## src/rtl/sop_pkg.sv

```systemverilog
// Shared helpers for the sum-of-products MAC: width arithmetic and saturation limits.
package sop_pkg;

  // Widest accumulator the saturation helpers can describe.
  localparam int unsigned SopMaxW = 128;

  function automatic int unsigned clog2(input int unsigned v);
    int unsigned r;
    r = 0;
    for (int unsigned i = 0; i < 32; i++) begin
      if ((64'd1 << i) < 64'(v)) r = i + 1;
    end
    return r;
  endfunction

  function automatic int unsigned prod_w(input int unsigned iw);
    return 2 * iw;
  endfunction

  // Exact width of a sum of nm products of two iw-bit operands.
  function automatic int unsigned sum_w(input int unsigned iw, input int unsigned nm);
    return 2 * iw + clog2(nm);
  endfunction

  // Largest representable value of a w-bit number, right-aligned in SopMaxW bits.
  function automatic logic [SopMaxW-1:0] sat_max(input int unsigned w, input bit is_signed);
    logic [SopMaxW-1:0] r;
    r = '0;
    for (int unsigned i = 0; i < SopMaxW; i++) begin
      if (i < w - 32'(is_signed)) r[i] = 1'b1;
    end
    return r;
  endfunction

  // Smallest representable value of a w-bit number, right-aligned in SopMaxW bits.
  function automatic logic [SopMaxW-1:0] sat_min(input int unsigned w, input bit is_signed);
    logic [SopMaxW-1:0] r;
    r = '0;
    if (is_signed) r[w-1] = 1'b1;
    return r;
  endfunction

endpackage

```

## src/rtl/sop_adder_tree.sv

```systemverilog
// Balanced combinational reduction of NUM_MULT products into one exact SUM_W-bit sum.
// Each product is extended to SUM_W first, so modulo-2^SUM_W addition is exact.
module sop_adder_tree #(
  parameter int unsigned NUM_MULT = 4,
  parameter int unsigned PROD_W   = 28,
  parameter int unsigned SUM_W    = 30,
  parameter int unsigned SIGNED   = 0
) (
  input  logic [NUM_MULT*PROD_W-1:0] prods,
  output logic [SUM_W-1:0]           sum
);

  if (NUM_MULT == 1) begin : g_leaf
    if (SIGNED != 0) begin : g_sext
      assign sum = SUM_W'($signed(prods));
    end else begin : g_zext
      assign sum = SUM_W'(prods);
    end
  end else begin : g_split
    localparam int unsigned NumLo = NUM_MULT / 2;
    localparam int unsigned NumHi = NUM_MULT - NumLo;

    logic [SUM_W-1:0] sum_lo;
    logic [SUM_W-1:0] sum_hi;

    sop_adder_tree #(
      .NUM_MULT(NumLo),
      .PROD_W  (PROD_W),
      .SUM_W   (SUM_W),
      .SIGNED  (SIGNED)
    ) u_lo (
      .prods(prods[NumLo*PROD_W-1:0]),
      .sum  (sum_lo)
    );

    sop_adder_tree #(
      .NUM_MULT(NumHi),
      .PROD_W  (PROD_W),
      .SUM_W   (SUM_W),
      .SIGNED  (SIGNED)
    ) u_hi (
      .prods(prods[NUM_MULT*PROD_W-1:NumLo*PROD_W]),
      .sum  (sum_hi)
    );

    assign sum = sum_lo + sum_hi;
  end

endmodule

```

## src/rtl/sum_of_products_mac.sv

```systemverilog
// Three-stage N-lane sum-of-products with load/accumulate, wrap or saturate, sticky overflow.
module sum_of_products_mac
  import sop_pkg::*;
#(
  parameter int unsigned INPUT_WIDTH = 14,
  parameter int unsigned NUM_MULT    = 4,
  parameter int unsigned ACC_WIDTH   = 32,
  parameter int unsigned SIGNED      = 0,
  parameter int unsigned SATURATE    = 0
) (
  input  logic                            clk,
  input  logic                            reset,
  input  logic                            in_valid,
  input  logic [NUM_MULT*INPUT_WIDTH-1:0] a,
  input  logic [NUM_MULT*INPUT_WIDTH-1:0] b,
  input  logic                            acc_en,
  input  logic                            acc_clear,
  output logic                            out_valid,
  output logic [ACC_WIDTH-1:0]            y,
  output logic                            overflow
);

  localparam int unsigned PROD_W = prod_w(INPUT_WIDTH);
  localparam int unsigned SUM_W  = sum_w(INPUT_WIDTH, NUM_MULT);

  if (NUM_MULT < 1 || NUM_MULT > 16 || ACC_WIDTH < SUM_W || ACC_WIDTH > SopMaxW)
  begin : g_bad_cfg
    $fatal(1, "sum_of_products_mac: illegal NUM_MULT or ACC_WIDTH");
  end

  localparam logic [SopMaxW-1:0]   AccMaxFull = sat_max(ACC_WIDTH, SIGNED != 0);
  localparam logic [SopMaxW-1:0]   AccMinFull = sat_min(ACC_WIDTH, SIGNED != 0);
  localparam logic [ACC_WIDTH-1:0] AccMax     = AccMaxFull[ACC_WIDTH-1:0];
  localparam logic [ACC_WIDTH-1:0] AccMin     = AccMinFull[ACC_WIDTH-1:0];

  logic [NUM_MULT-1:0][PROD_W-1:0] prod_d, prod_q;
  logic                            v1_q, en1_q, clr1_q;
  logic [SUM_W-1:0]                tree_sum, sum_q;
  logic                            v2_q, en2_q, clr2_q;
  logic [ACC_WIDTH-1:0]            sum_ext, add_raw, y_d, y_q;
  logic                            add_carry, add_ovf, ovf_d, ovf_q, out_valid_q;

  // Per-lane multipliers; operands widened to PROD_W with the chosen signedness.
  always_comb begin
    for (int i = 0; i < NUM_MULT; i++) begin
      if (SIGNED != 0) begin
        prod_d[i] = PROD_W'($signed(a[i*INPUT_WIDTH +: INPUT_WIDTH]))
                  * PROD_W'($signed(b[i*INPUT_WIDTH +: INPUT_WIDTH]));
      end else begin
        prod_d[i] = PROD_W'(a[i*INPUT_WIDTH +: INPUT_WIDTH])
                  * PROD_W'(b[i*INPUT_WIDTH +: INPUT_WIDTH]);
      end
    end
  end

  // S1: product registers plus the controls that travel with the sample.
  always_ff @(posedge clk) begin
    if (reset) begin
      v1_q   <= 1'b0;
      en1_q  <= 1'b0;
      clr1_q <= 1'b0;
      prod_q <= '0;
    end else begin
      v1_q <= in_valid;
      if (in_valid) begin
        prod_q <= prod_d;
        en1_q  <= acc_en;
        clr1_q <= acc_clear;
      end
    end
  end

  sop_adder_tree #(
    .NUM_MULT(NUM_MULT),
    .PROD_W  (PROD_W),
    .SUM_W   (SUM_W),
    .SIGNED  (SIGNED)
  ) u_tree (
    .prods(prod_q),
    .sum  (tree_sum)
  );

  // S2: exact adder-tree sum register.
  always_ff @(posedge clk) begin
    if (reset) begin
      v2_q   <= 1'b0;
      en2_q  <= 1'b0;
      clr2_q <= 1'b0;
      sum_q  <= '0;
    end else begin
      v2_q <= v1_q;
      if (v1_q) begin
        sum_q  <= tree_sum;
        en2_q  <= en1_q;
        clr2_q <= clr1_q;
      end
    end
  end

  // S3 next state: load or accumulate, detect overflow, optionally clamp.
  always_comb begin
    if (SIGNED != 0) sum_ext = ACC_WIDTH'($signed(sum_q));
    else             sum_ext = ACC_WIDTH'(sum_q);
    {add_carry, add_raw} = {1'b0, y_q} + {1'b0, sum_ext};
    if (SIGNED != 0) begin
      add_ovf = (y_q[ACC_WIDTH-1] == sum_ext[ACC_WIDTH-1])
             && (add_raw[ACC_WIDTH-1] != y_q[ACC_WIDTH-1]);
    end else begin
      add_ovf = add_carry;
    end
    y_d   = y_q;
    ovf_d = ovf_q;
    if (v2_q) begin
      if (clr2_q) begin
        y_d   = sum_ext;
        ovf_d = 1'b0;
      end else if (!en2_q) begin
        y_d = sum_ext;
      end else begin
        y_d = add_raw;
        if (add_ovf) begin
          ovf_d = 1'b1;
          // Both operands share a sign on signed overflow, so y_q's sign picks the rail.
          if (SATURATE != 0) y_d = (SIGNED != 0 && y_q[ACC_WIDTH-1]) ? AccMin : AccMax;
        end
      end
    end
  end

  // S3: accumulator, sticky overflow and output valid.
  always_ff @(posedge clk) begin
    if (reset) begin
      out_valid_q <= 1'b0;
      y_q         <= '0;
      ovf_q       <= 1'b0;
    end else begin
      out_valid_q <= v2_q;
      y_q         <= y_d;
      ovf_q       <= ovf_d;
    end
  end

  assign out_valid = out_valid_q;
  assign y         = y_q;
  assign overflow  = ovf_q;

endmodule

```

## config.mk

```make
export PLATFORM = sky130hd
export DESIGN_NAME = sum_of_products_mac
export DESIGN_NICKNAME = d
export VERILOG_FILES = /design/src/rtl/sop_pkg.sv /design/src/rtl/sop_adder_tree.sv /design/src/rtl/sum_of_products_mac.sv
export SDC_FILE = /design/constraint.sdc
export NUM_CORES = 2
export LEC_CHECK = 0
export BUFFER_PORTS_ARGS = -buffer_cell sky130_fd_sc_hd__buf_2
export CAP_MARGIN = 20
export CORE_MARGIN = 3
export CORE_UTILIZATION = 25
export CTS_CLUSTER_SIZE = 8
export DETAILED_ROUTE_END_ITERATION = 10
export GPL_ROUTABILITY_DRIVEN = 0
export HOLD_SLACK_MARGIN = 0.12
export SLEW_MARGIN = 40
export SYNTH_ARGS = -nofsm -noshare
export SYNTH_HDL_FRONTEND = slang
export SYNTH_SLANG_ARGS = --single-unit
```

## constraint.sdc

```tcl
create_clock -name clk -period 9.4 [get_ports clk]
set_input_delay 0.94 -clock clk [delete_from_list [all_inputs] [get_ports clk]]
set_output_delay 0.94 -clock clk [all_outputs]
set_load 0.005 [all_outputs]
```

==> results_dict.tcl <==
set metrics [dict create \
    grt_setup_unrepaired "no" \
    path_clk_slew_ns 0.07 \
    crit_path_start "a[7]" \
    grt_usage_pct 12.61 \
    htree_levels 4 \
    post_cts_buffers 0 \
    cts_resized 0 \
    first_global_vias 29950 \
    fp.dieW_um 392.8 \
    nets 5549 \
    core.rowCount 141 \
    grt_pass1_wl_um 157000 \
    async_flop_share_pct 0 \
    fp.coreArea_sq_um 148200 \
    gr-total-overflow 0 \
    max_slew_margin_pct 47.59 \
    numCtsBuffers 17 \
    drc 0 \
    cts_hold_buf 0 \
    top_level_ports 151 \
    areaGrowthSynthToFinish_pct 8.639 \
    die_area_sq_um 154300 \
    fin_crit_ns 6.848 \
    die_h_um 392.8 \
    fin_ws_ns 2.552 \
    clockBufferDepth 2 \
    reg2reg_slack_ns 3.60 \
    power_density_nw_per_um2 343.7 \
    drive_gt1_share_pct 4.665 \
    crit_arrival_ns 7.22 \
    antenna_left 0 \
    cts.sinks 182 \
    first_pass_iters 7 \
    wl_per_cell_um 15.16 \
    finClkSkew_ns 0.01072 \
    critical_path_class "primary input to flop" \
    routed_wl_um 95900 \
    hp-class "flop to flop" \
    final_common_cell "inv_1" \
    grt_antenna_before_repair 3 \
    start_kind "primary input" \
    syn_inst 4378 \
    ys_types 65 \
    cts_tree "yes" \
    setup_violations 0 \
    crit_path_end_kind "flop" \
    clkLatencyLatePin_ns 0.48 \
    fillers 15920 \
    cp_max_fo 14 \
    drt_iter0_markers 1510 \
    syn_area_sq_um 37410 \
    outcome "finished, final reports clean" \
    hold_viol 0 \
    fin_tns_setup_ns 0 \
    post-route-period-util_pct 72.85 \
    worstMarginPinSlew_ns 0.7780 \
    drv_slew 0 \
    ys_seq_elements 182 \
    avgSynthCellArea_sq_um 8.545 \
    vias_per_cell 4.605 \
    hold_start "prod_q[106]$_SDFFE_PP0P_" \
    synth_flop_cell "dfxtp_1" \
    synth_seq_area_share_pct 9.739 \
    pre_cts_ws_ns 2.080 \
    max_clock_freq_mhz 146.0 \
    p_leak_nw 20.59 \
    synth_fp_nets 5546 \
    dp.final_hpwl_um 77770 \
    synth_edf_count 0 \
    ir_drop_v 0.0003418 \
    portBuffers 150 \
    worst_ep_required_time_ns 9.77 \
    start_util_pct 25.24 \
    root_buffer "clkbuf_16" \
    final_cell_mix "710 x inv_1, 579 x nand2_1, 568 x fa_1" \
    cap_violations 0 \
    synth.yosys.warnings 0 \
    r2r-start "prod_q[0]$_SDFFE_PP0P_" \
    grt_max_degree 130 \
    vias 29140 \
]
==> worst max-delay path, stage by stage <==
cell and delay (ns):
buf_2 0.28, nand2_1 0.13, fa_1 0.54, inv_1 0.05, fa_1 0.52, inv_1 0.06
fa_1 0.52, inv_1 0.05, fa_1 0.45, fa_1 0.49, inv_1 0.05, fa_1 0.47
inv_1 0.04, ha_1 0.31, nand2_1 0.11, nor2_1 0.07, a211o_1 0.31, a221o_1 0.40
o31a_1 0.30, a41o_1 0.34, o31ai_4 0.22, nand3b_1 0.11, a31oi_1 0.20, xnor2_1 0.08
a22o_1 0.19
==> per-layer routing <==
metal / part of all wire, % / track usage (%) / vias up
li1: - / - / 13950
met1: 46 / 17.19 / 14400
met2: 46 / 20.90 / 652
met3: 4.7 / 1.613 / 128
met4: 2.5 / 3.507 / 2
met5: 0.014 / 0 / -
==> through the flow <==
stage	cell area, sq um	hold WS, ns	cells	util (%)	total power (W)
after detailed placement	40010	0.4562	6292	27.00	0.01318
after global placement	40010	0.4481	6292	27.00	0.01306
after global routing	40640	0.4975	6325	27.42	0.01577
after CTS	40640	0.4735	6324	27.42	0.01410
final	40640	0.4660	6327	27.43	0.01397
after floorplan	37410	0.4291	4378	-	0.01023
==> kinds of logic after synthesis <==
kind of cell / count (synthesis) / synth area share [%]
buffers and inverters: 886 / 8.890
AND/OR/NAND/NOR: 1335 / 16.82
AO/OA/AOI/OAI: 637 / 10.99
multiplexers: 89 / 2.381
adder cells (fa/ha/maj): 1051 / 46.55
XOR/XNOR: 198 / 4.635
flip-flops: 182 / 9.739
==> synthesized netlist by cell type, types with 37 or more instances <==
| library cell | number | area share [%] |
|---|---|---|
| xnor2_1 | 134 | 3.1 |
| a211oi_1 | 40 | 0.80 |
| xor2_1 | 64 | 1.5 |
| a21o_1 | 94 | 1.9 |
| clkbuf_1 | 170 | 1.7 |
| a21oi_1 | 184 | 2.5 |
| nand2_1 | 579 | 5.8 |
| nor2_1 | 224 | 2.2 |
| inv_1 | 710 | 7.1 |
| nand3_1 | 37 | 0.49 |
| mux2i_1 | 89 | 2.4 |
| fa_1 | 568 | 30 |
| o21ai_0 | 122 | 1.6 |
| dfxtp_1 | 182 | 9.7 |
| and2_1 | 370 | 6.2 |
| ha_1 | 483 | 16 |
==> power by group <==
group          total [W]  internal [W]  switching (W)
clock network   0.000788      0.000408       0.000380
registers        0.00115      0.000986       0.000167
logic             0.0120       0.00510        0.00692
==> path summary, 6_finish.rpt <==
check,depth (start not counted),end
setup / recovery,25,prod_q[25]$_SDFFE_PP0P_
hold reg to reg,2,prod_q[106]$_SDFFE_PP0P_
setup reg to reg,24,sum_q[29]$_SDFFE_PP0P_
hold / removal,2,prod_q[106]$_SDFFE_PP0P_
==> state kept, by name, indices dropped and copies added, names as in the netlist <==
name / cells
prod_q: 112
v1_q: 1
en2_q: 1
en1_q: 1
v2_q: 1
y: 32
out_valid: 1
clr2_q: 1
overflow: 1
clr1_q: 1
sum_q: 30
==> cell type report <==
type / instances / area (sq um) / area share [%]
clock buffer: 17 / 425.4 / 1.047
inverter: 711 / 2669 / 6.567
timing repair buffer: 159 / 835.8 / 2.056
tap: 1930 / 2415 / 5.942
clock inverter: 15 / 200.2 / 0.4926
sequential: 182 / 3649 / 8.977
antenna: 3 / 7.507 / 0.01847
multi-input combinational: 3310 / 30440 / 74.90
(Power assumes the default switching activity.)
